[config.mk]
export PLATFORM = sky130hd
export DESIGN_NAME = vga_layer_mixer_flat
export DESIGN_NICKNAME = d
export VERILOG_FILES = /design/src/rtl/vga_layer_mixer_if.sv /design/src/rtl/vga_layer_mixer.sv /design/src/flat_wrapper.sv
export SDC_FILE = /design/constraint.sdc
export NUM_CORES = 1
export LEC_CHECK = 0
export ABC_AREA = 1
export CAP_MARGIN = 0
export CORE_UTILIZATION = 43
export CTS_CLUSTER_DIAMETER = 60
export DETAILED_ROUTE_END_ITERATION = 10
export PLACE_DENSITY_LB_ADDON = 0.25
export SYNTH_ARGS = -nofsm -noshare
export SYNTH_HDL_FRONTEND = slang
export SYNTH_SLANG_ARGS = --single-unit
export TNS_END_PERCENT = 5
[constraint.sdc]
create_clock -name clk -period 1.9 [get_ports clk]
set_input_delay 0.19 -clock clk [delete_from_list [all_inputs] [get_ports clk]]
set_output_delay 0.19 -clock clk [all_outputs]
set_load 0.02 [all_outputs]
[src/rtl/vga_layer_mixer_if.sv]
// Pixel-path bundle between the sync generator side and vga_layer_mixer.
// master: the surrounding logic that drives pixels/syncs and receives the mixed output.
// slave : the mixer itself.
interface vga_layer_mixer_if #(
  parameter int unsigned NUM_LAYERS  = 4,
  parameter int unsigned NUM_BG      = 4,
  parameter int unsigned COLOR_W     = 2,
  parameter int unsigned FRAME_CNT_W = 10
);
  localparam int unsigned PIX_W = 3 * COLOR_W;
  localparam int unsigned SEL_W = (NUM_BG > 1) ? $clog2(NUM_BG) : 1;

  logic                          hsync_in;
  logic                          vsync_in;
  logic                          display_on_in;
  logic [NUM_LAYERS-1:0]         layer_valid;
  logic [NUM_LAYERS*PIX_W-1:0]   layer_rgb;
  logic [NUM_BG*PIX_W-1:0]       bg_rgb;
  logic [SEL_W-1:0]              bg_sel_req;

  logic [COLOR_W-1:0]            R;
  logic [COLOR_W-1:0]            G;
  logic [COLOR_W-1:0]            B;
  logic                          hsync;
  logic                          vsync;
  logic [SEL_W-1:0]              bg_sel_active;
  logic                          fade_busy;
  logic [FRAME_CNT_W-1:0]        frame_cnt;

  modport master (
    output hsync_in, vsync_in, display_on_in, layer_valid, layer_rgb, bg_rgb, bg_sel_req,
    input  R, G, B, hsync, vsync, bg_sel_active, fade_busy, frame_cnt
  );

  modport slave (
    input  hsync_in, vsync_in, display_on_in, layer_valid, layer_rgb, bg_rgb, bg_sel_req,
    output R, G, B, hsync, vsync, bg_sel_active, fade_busy, frame_cnt
  );
endinterface

[src/rtl/vga_layer_mixer.sv]
// Two-stage pixel compositor: priority sprite layers over a selectable background,
// with frame-synchronous fade-out / swap / fade-in when the background changes.
// Syncs are delayed alongside the colour so both leave after exactly 2 clocks.
// Optional: define VGA_LAYER_MIXER_COLOR_KEY_EN to make all-zero layer pixels transparent.
module vga_layer_mixer #(
  parameter int unsigned NUM_LAYERS      = 4,
  parameter int unsigned NUM_BG          = 4,
  parameter int unsigned COLOR_W         = 2,
  parameter int unsigned FRAMES_PER_STEP = 4,
  parameter int unsigned FRAME_CNT_W     = 10
) (
  input logic               clk,
  input logic               reset,
  vga_layer_mixer_if.slave  bus
);
  localparam int unsigned PIX_W    = 3 * COLOR_W;
  localparam int unsigned SEL_W    = (NUM_BG > 1) ? $clog2(NUM_BG) : 1;
  localparam int unsigned LVL_W    = $clog2(COLOR_W + 1);
  localparam int unsigned DIV_W    = (FRAMES_PER_STEP > 1) ? $clog2(FRAMES_PER_STEP) : 1;
  localparam int unsigned BG_LAST  = NUM_BG - 1;

  localparam logic [1:0] ST_IDLE     = 2'd0;
  localparam logic [1:0] ST_FADE_OUT = 2'd1;
  localparam logic [1:0] ST_SWAP     = 2'd2;
  localparam logic [1:0] ST_FADE_IN  = 2'd3;

  localparam logic [DIV_W-1:0] DIV_LAST  = DIV_W'(FRAMES_PER_STEP - 1);
  localparam logic [LVL_W-1:0] LVL_FULL  = LVL_W'(COLOR_W);
  localparam logic [LVL_W-1:0] LVL_ONE   = LVL_W'(1);
  localparam logic [LVL_W-1:0] LVL_PRE   = LVL_W'(COLOR_W - 1);

  logic [1:0]             state_q, state_d;
  logic [LVL_W-1:0]       level_q, level_d;
  logic [DIV_W-1:0]       div_q, div_d;
  logic [SEL_W-1:0]       sel_q, sel_d;
  logic                   busy_q;
  logic [FRAME_CNT_W-1:0] frame_cnt_q;

  logic                   vs_hist_q;
  logic                   hs1_q, vs1_q, de1_q;
  logic [PIX_W-1:0]       rgb1_q;
  logic                   hs2_q, vs2_q;
  logic [PIX_W-1:0]       rgb2_q;

  logic                   tick_c;
  logic [SEL_W-1:0]       req_c;
  logic [PIX_W-1:0]       bg_pix_c;
  logic [PIX_W-1:0]       bg_fade_c;
  logic [PIX_W-1:0]       pix1_c;
  logic [LVL_W-1:0]       shamt_c;

  // Frame tick on the falling edge of the registered vsync
  assign tick_c = vs_hist_q & ~vs1_q;

  // Out-of-range requests select the last background
  assign req_c = (32'(bus.bg_sel_req) > BG_LAST) ? SEL_W'(BG_LAST) : bus.bg_sel_req;

  // Fade state machine: next-state, advances only on frame ticks
  always_comb begin
    state_d = state_q;
    level_d = level_q;
    div_d   = div_q;
    sel_d   = sel_q;
    if (tick_c) begin
      case (state_q)
        ST_IDLE: begin
          if (req_c != sel_q) begin
            state_d = ST_FADE_OUT;
            div_d   = '0;
          end
        end
        ST_FADE_OUT: begin
          if (div_q == DIV_LAST) begin
            div_d   = '0;
            level_d = level_q - LVL_ONE;
            if (level_q == LVL_ONE) state_d = ST_SWAP;
          end else begin
            div_d = div_q + DIV_W'(1);
          end
        end
        ST_SWAP: begin
          sel_d   = req_c;
          state_d = ST_FADE_IN;
        end
        ST_FADE_IN: begin
          if (div_q == DIV_LAST) begin
            div_d   = '0;
            level_d = level_q + LVL_ONE;
            if (level_q == LVL_PRE) state_d = ST_IDLE;
          end else begin
            div_d = div_q + DIV_W'(1);
          end
        end
        default: state_d = ST_IDLE;
      endcase
    end
  end

  // Fade state, background selection and frame counter registers
  always_ff @(posedge clk or posedge reset) begin
    if (reset) begin
      state_q     <= ST_IDLE;
      level_q     <= LVL_FULL;
      div_q       <= '0;
      sel_q       <= '0;
      busy_q      <= 1'b0;
      frame_cnt_q <= '0;
      vs_hist_q   <= 1'b1;
    end else begin
      state_q   <= state_d;
      level_q   <= level_d;
      div_q     <= div_d;
      sel_q     <= sel_d;
      busy_q    <= (state_d != ST_IDLE);
      vs_hist_q <= vs1_q;
      if (tick_c) frame_cnt_q <= frame_cnt_q + FRAME_CNT_W'(1);
    end
  end

  // Active background pixel, attenuated by the current fade level
  always_comb begin
    bg_pix_c = '0;
    for (int unsigned j = 0; j < NUM_BG; j++) begin
      if (SEL_W'(j) == sel_q) bg_pix_c = bus.bg_rgb[j*PIX_W +: PIX_W];
    end
    shamt_c = LVL_FULL - level_q;
    for (int unsigned c = 0; c < 3; c++) begin
      bg_fade_c[c*COLOR_W +: COLOR_W] = bg_pix_c[c*COLOR_W +: COLOR_W] >> shamt_c;
    end
  end

  // Priority layer search; lowest index wins, background fills the rest
  always_comb begin
    logic hit;
    logic opaque;
    hit    = 1'b0;
    opaque = 1'b0;
    pix1_c = bg_fade_c;
    for (int unsigned i = 0; i < NUM_LAYERS; i++) begin
`ifdef VGA_LAYER_MIXER_COLOR_KEY_EN
      opaque = bus.layer_valid[i] && (|bus.layer_rgb[i*PIX_W +: PIX_W]);
`else
      opaque = bus.layer_valid[i];
`endif
      if (!hit && opaque) begin
        pix1_c = bus.layer_rgb[i*PIX_W +: PIX_W];
        hit    = 1'b1;
      end
    end
  end

  // Stage 1: composed colour plus display-enable and syncs
  always_ff @(posedge clk or posedge reset) begin
    if (reset) begin
      rgb1_q <= '0;
      de1_q  <= 1'b0;
      hs1_q  <= 1'b1;
      vs1_q  <= 1'b1;
    end else begin
      rgb1_q <= pix1_c;
      de1_q  <= bus.display_on_in;
      hs1_q  <= bus.hsync_in;
      vs1_q  <= bus.vsync_in;
    end
  end

  // Stage 2: blank outside the visible area, forward syncs
  always_ff @(posedge clk or posedge reset) begin
    if (reset) begin
      rgb2_q <= '0;
      hs2_q  <= 1'b1;
      vs2_q  <= 1'b1;
    end else begin
      rgb2_q <= de1_q ? rgb1_q : '0;
      hs2_q  <= hs1_q;
      vs2_q  <= vs1_q;
    end
  end

  assign bus.R             = rgb2_q[2*COLOR_W +: COLOR_W];
  assign bus.G             = rgb2_q[COLOR_W +: COLOR_W];
  assign bus.B             = rgb2_q[0 +: COLOR_W];
  assign bus.hsync         = hs2_q;
  assign bus.vsync         = vs2_q;
  assign bus.bg_sel_active = sel_q;
  assign bus.fade_busy     = busy_q;
  assign bus.frame_cnt     = frame_cnt_q;
endmodule

[src/flat_wrapper.sv]
// flat-port wrapper written by rule: the top's interface ports become plain ports
module vga_layer_mixer_flat 
#(
  parameter int unsigned NUM_LAYERS      = 4,
  parameter int unsigned NUM_BG          = 4,
  parameter int unsigned COLOR_W         = 2,
  parameter int unsigned FRAMES_PER_STEP = 4,
  parameter int unsigned FRAME_CNT_W     = 10
)
  (clk, reset, bus_hsync_in, bus_vsync_in, bus_display_on_in, bus_layer_valid, bus_layer_rgb, bus_bg_rgb, bus_bg_sel_req, bus_R, bus_G, bus_B, bus_hsync, bus_vsync, bus_bg_sel_active, bus_fade_busy, bus_frame_cnt);
  vga_layer_mixer_if #(.NUM_LAYERS(NUM_LAYERS), .NUM_BG(NUM_BG), .COLOR_W(COLOR_W), .FRAME_CNT_W(FRAME_CNT_W)) bus_i ();
  input logic clk;
  input logic reset;
  input wire logic [$bits(bus_i.hsync_in)-1:0] bus_hsync_in;
  input wire logic [$bits(bus_i.vsync_in)-1:0] bus_vsync_in;
  input wire logic [$bits(bus_i.display_on_in)-1:0] bus_display_on_in;
  input wire logic [$bits(bus_i.layer_valid)-1:0] bus_layer_valid;
  input wire logic [$bits(bus_i.layer_rgb)-1:0] bus_layer_rgb;
  input wire logic [$bits(bus_i.bg_rgb)-1:0] bus_bg_rgb;
  input wire logic [$bits(bus_i.bg_sel_req)-1:0] bus_bg_sel_req;
  output wire logic [$bits(bus_i.R)-1:0] bus_R;
  output wire logic [$bits(bus_i.G)-1:0] bus_G;
  output wire logic [$bits(bus_i.B)-1:0] bus_B;
  output wire logic [$bits(bus_i.hsync)-1:0] bus_hsync;
  output wire logic [$bits(bus_i.vsync)-1:0] bus_vsync;
  output wire logic [$bits(bus_i.bg_sel_active)-1:0] bus_bg_sel_active;
  output wire logic [$bits(bus_i.fade_busy)-1:0] bus_fade_busy;
  output wire logic [$bits(bus_i.frame_cnt)-1:0] bus_frame_cnt;
  assign bus_i.hsync_in = bus_hsync_in;
  assign bus_i.vsync_in = bus_vsync_in;
  assign bus_i.display_on_in = bus_display_on_in;
  assign bus_i.layer_valid = bus_layer_valid;
  assign bus_i.layer_rgb = bus_layer_rgb;
  assign bus_i.bg_rgb = bus_bg_rgb;
  assign bus_i.bg_sel_req = bus_bg_sel_req;
  assign bus_R = bus_i.R;
  assign bus_G = bus_i.G;
  assign bus_B = bus_i.B;
  assign bus_hsync = bus_i.hsync;
  assign bus_vsync = bus_i.vsync;
  assign bus_bg_sel_active = bus_i.bg_sel_active;
  assign bus_fade_busy = bus_i.fade_busy;
  assign bus_frame_cnt = bus_i.frame_cnt;
  vga_layer_mixer #(.NUM_LAYERS(NUM_LAYERS), .NUM_BG(NUM_BG), .COLOR_W(COLOR_W), .FRAMES_PER_STEP(FRAMES_PER_STEP), .FRAME_CNT_W(FRAME_CNT_W)) u_core (.clk(clk), .reset(reset), .bus(bus_i));
endmodule
==> results.sh <==
export IMPL_die_h_um=69.1
export IMPL_hold_slack_ns=0.302
export IMPL_period_share_pct=89.5
export IMPL_comb_power_share_pct=38.1
export IMPL_dpl_hpwl_um=3210
export IMPL_critPathTopFamily="buffers and inverters"
export IMPL_slew_violations=0
export IMPL_setup_violations=0
export IMPL_crit_fanout=13
export IMPL_nNetsFinal=396
export IMPL_ys_seq_elements=36
export IMPL_fin_crit_ns=1.70
export IMPL_vias_per_cell=4.66
export IMPL_cts_tree="yes"
export IMPL_area_delta_synth_final_pct=49.6
export IMPL_worstPathCellList="clkdlybuf4s50_1"
export IMPL_cts_resized=0
export IMPL_worst_pin_slew_ns=0.417
export IMPL_rsz0062_at_grt="no"
export IMPL_critPathCaptureType="primary output"
export IMPL_die_w_um=69.1
export IMPL_worstSkewPairLatency_ns=0.28
export IMPL_maxCapViolCount=0
export IMPL_grt_pass1_vias=1724
export IMPL_slowest_delay_ns=0.67
export IMPL_synth_warnings=0
export IMPL_fmax_ghz=0.588
export IMPL_totalWireLength_um=3940
export IMPL_place_port_buffers=79
export IMPL_syn_area_um2=1940
export IMPL_ys_seq_area_share_pct=46.9
export IMPL_antenna_found_initial=0
export IMPL_antennaDiodeCount=0
export IMPL_grt_max_degree=37
export IMPL_hp_class="input port to async pin"
export IMPL_start_kind="flip-flop"
export IMPL_vias=1802
export IMPL_grt_pass1_wl_um=7130
export IMPL_overflow=0
export IMPL_placed_area_um2=2780
export IMPL_ant_nets=0
export IMPL_post_route_util_pct=66.5
export IMPL_gp_congestion=0.905
export IMPL_final_cell_area_um2=2900
export IMPL_drc=0
export IMPL_track_usage_pct=18.5
export IMPL_internal_power_mw=1.85
export IMPL_final_cells=387
export IMPL_synthCells=250
export IMPL_cts_setup_buffers=0
export IMPL_cp_arrival_ns=1.51
export IMPL_setup_tns_ns=0
export IMPL_first_pass_iters=4
export IMPL_p_seq_share_pct=39.2
export IMPL_power_density_nw_per_um2=990
export IMPL_synthesis_nets=312
export IMPL_worst_path_buf_inv=1
export IMPL_peakVddDrop_uv=433
export IMPL_clkTransAtPathRegs_ns=0.07
export IMPL_hold_viol=0
export IMPL_p_leak_nw=1.45
export IMPL_syn_avg_cell_area_um2=7.74
export IMPL_cts_buffers=5
export IMPL_root_buffer="clkbuf_8"
export IMPL_slew_headroom_pct=72.2
export IMPL_cts_buffer_depth=2
export IMPL_critPathRequiredTime_ns=1.71
export IMPL_ctsHoldBuffers=0
export IMPL_p_clk_share_pct=22.8
export IMPL_post_drt_wl_per_cell_um=10.2
export IMPL_dp_cells=379
export IMPL_start_util_pct=44.5
export IMPL_crit_slowest_cell="clkdlybuf4s50_1"
export IMPL_clock_sinks=36
export IMPL_sw_frac_of_total_pct=35.6
export IMPL_core_area_um2=4350
export IMPL_ios=80
export IMPL_fillers=360
export IMPL_criticalPathCategory="flip-flop to primary output"
export IMPL_drt_iter0_markers=83
export IMPL_htree_levels=2
export IMPL_switchingPower_mw=1.02
export IMPL_synth_cell_types=29
export IMPL_finalClockSkew_ns=0.00432
export IMPL_num_rows=24
export IMPL_drive_gt1_share_pct=8.36
export IMPL_die_area_um2=4770
export IMPL_status="complete, no violations"
-- power by group through the flow --
stage / combinational (mW) / sequential [mW] / clock [mW]
after floorplan: 0.607 / 1.20 / 0
after global placement: 1.08 / 1.13 / 0
after detailed placement: 1.10 / 1.14 / 0
after CTS: 1.10 / 1.13 / 0.673
after global routing: 1.24 / 1.16 / 0.707
final: 1.09 / 1.12 / 0.653
-- layout by cell type, fill, tap and decap left out, types with 3 or more instances in the layout --
cell             netlist  final
nor2_1                16     16
clkdlybuf4s50_1        0     79
dfrtp_1               31     31
nand3_1               18     18
dfstp_2                5      5
inv_1                 32     32
ha_1                   3      3
nand2_1               87     87
clkbuf_8               0      5
xor2_1                 9      9
a31oi_1                3      3
or2_1                  3      3
o21ai_0               14     14
-- kinds of logic (layout without fill, tap and decap cells) --
kind of cell / after synthesis / after routing / synth area share (%)
buffers and inverters: 39 / 124 / 8.02
xor gates and xnor gates: 11 / 11 / 4.98
adders and majority gates: 3 / 3 / 1.94
DFF: 36 / 36 / 46.9
and+or+nand+nor: 138 / 138 / 31.7
AOI/OAI and AO/OA: 23 / 23 / 6.53
-- cell usage after synthesis, drive strengths merged --
library cell / count / area share (%)
a21oi: 2 / 0.52
a31oi: 3 / 0.97
and3: 1 / 0.32
buf: 4 / 1.2
clkinv: 1 / 0.26
dfrtp: 31 / 40
dfstp: 5 / 6.8
ha: 3 / 1.9
inv: 34 / 6.6
nand2: 90 / 18
nand3: 18 / 4.7
nand4: 2 / 0.65
nor2: 19 / 4.8
nor3: 3 / 1.3
o211ai: 2 / 0.78
o21ai: 15 / 3.9
o31ai: 1 / 0.39
or2: 5 / 1.6
xnor2: 2 / 0.91
xor2: 9 / 4.1
-- metrics by stage --
| stage | setup slack, ns | power, mW |
|---|---|---|
| 3_3_place_gp | 0.281 | 2.21 |
| 5_1_grt | 0.124 | 3.11 |
| 3_5_place_dp | 0.183 | 2.24 |
| 2_1_floorplan | 0.431 | 1.80 |
| 4_1_cts | 0.182 | 2.90 |
| 6_report | 0.200 | 2.87 |
-- layout make-up --
cell class	count	area, µm²	area share, %
inverter	35	133	4.58
multi-input combinational	175	873	30.2
timing repair buffer	81	806	27.8
clock buffer	5	68.8	2.38
tap	52	65.1	2.25
sequential	36	907	31.3
clock inverter	3	42.5	1.47
-- routing by layer --
layer	share of wire [%]	track usage (%)	up-vias
li1	-	-	942
met1	45	23.0	768
met2	47	30.5	87
met3	7.5	5.26	5
met4	1.1	6.80	0
met5	0	0	-
-- flip-flops by register name (all words and copies together), names as in the netlist --
| name | count |
|---|---|
| u_core.level_q | 2 |
| u_core.rgb2_q | 6 |
| u_core.bus.fade_busy | 1 |
| u_core.bus.bg_sel_active | 2 |
| u_core.bus.hsync | 1 |
| u_core.vs_hist_q | 1 |
| u_core.bus.frame_cnt | 10 |
| u_core.hs1_q | 1 |
| u_core.rgb1_q | 6 |
| u_core.div_q | 2 |
| u_core.state_q | 2 |
| u_core.vs1_q | 1 |
| u_core.de1_q | 1 |
-- final timing paths --
path                                                          from                                  end  slack (ns)  depth (start not counted)
max reg2reg                          u_core.level_q[1]$_DFFE_PP1P_           u_core.rgb1_q[5]$_DFF_PP0_        0.30                          9
max                        u_core.bus.bg_sel_active[1]$_DFFE_PP0P_                 bus_bg_sel_active[1]        0.20                          1
min reg2reg                                 u_core.hs1_q$_DFF_PP1_           u_core.bus.hsync$_DFF_PP1_        0.36                          0
max in group asynchronous                                    reset               u_core.vs1_q$_DFF_PP1_        1.27                          3
min in group clk                                      bus_hsync_in               u_core.hs1_q$_DFF_PP1_        0.31                          1
min                                                          reset  u_core.bus.frame_cnt[8]$_DFFE_PP0P_        0.30                          3
Note: power is estimated with default switching activity, not from simulation.
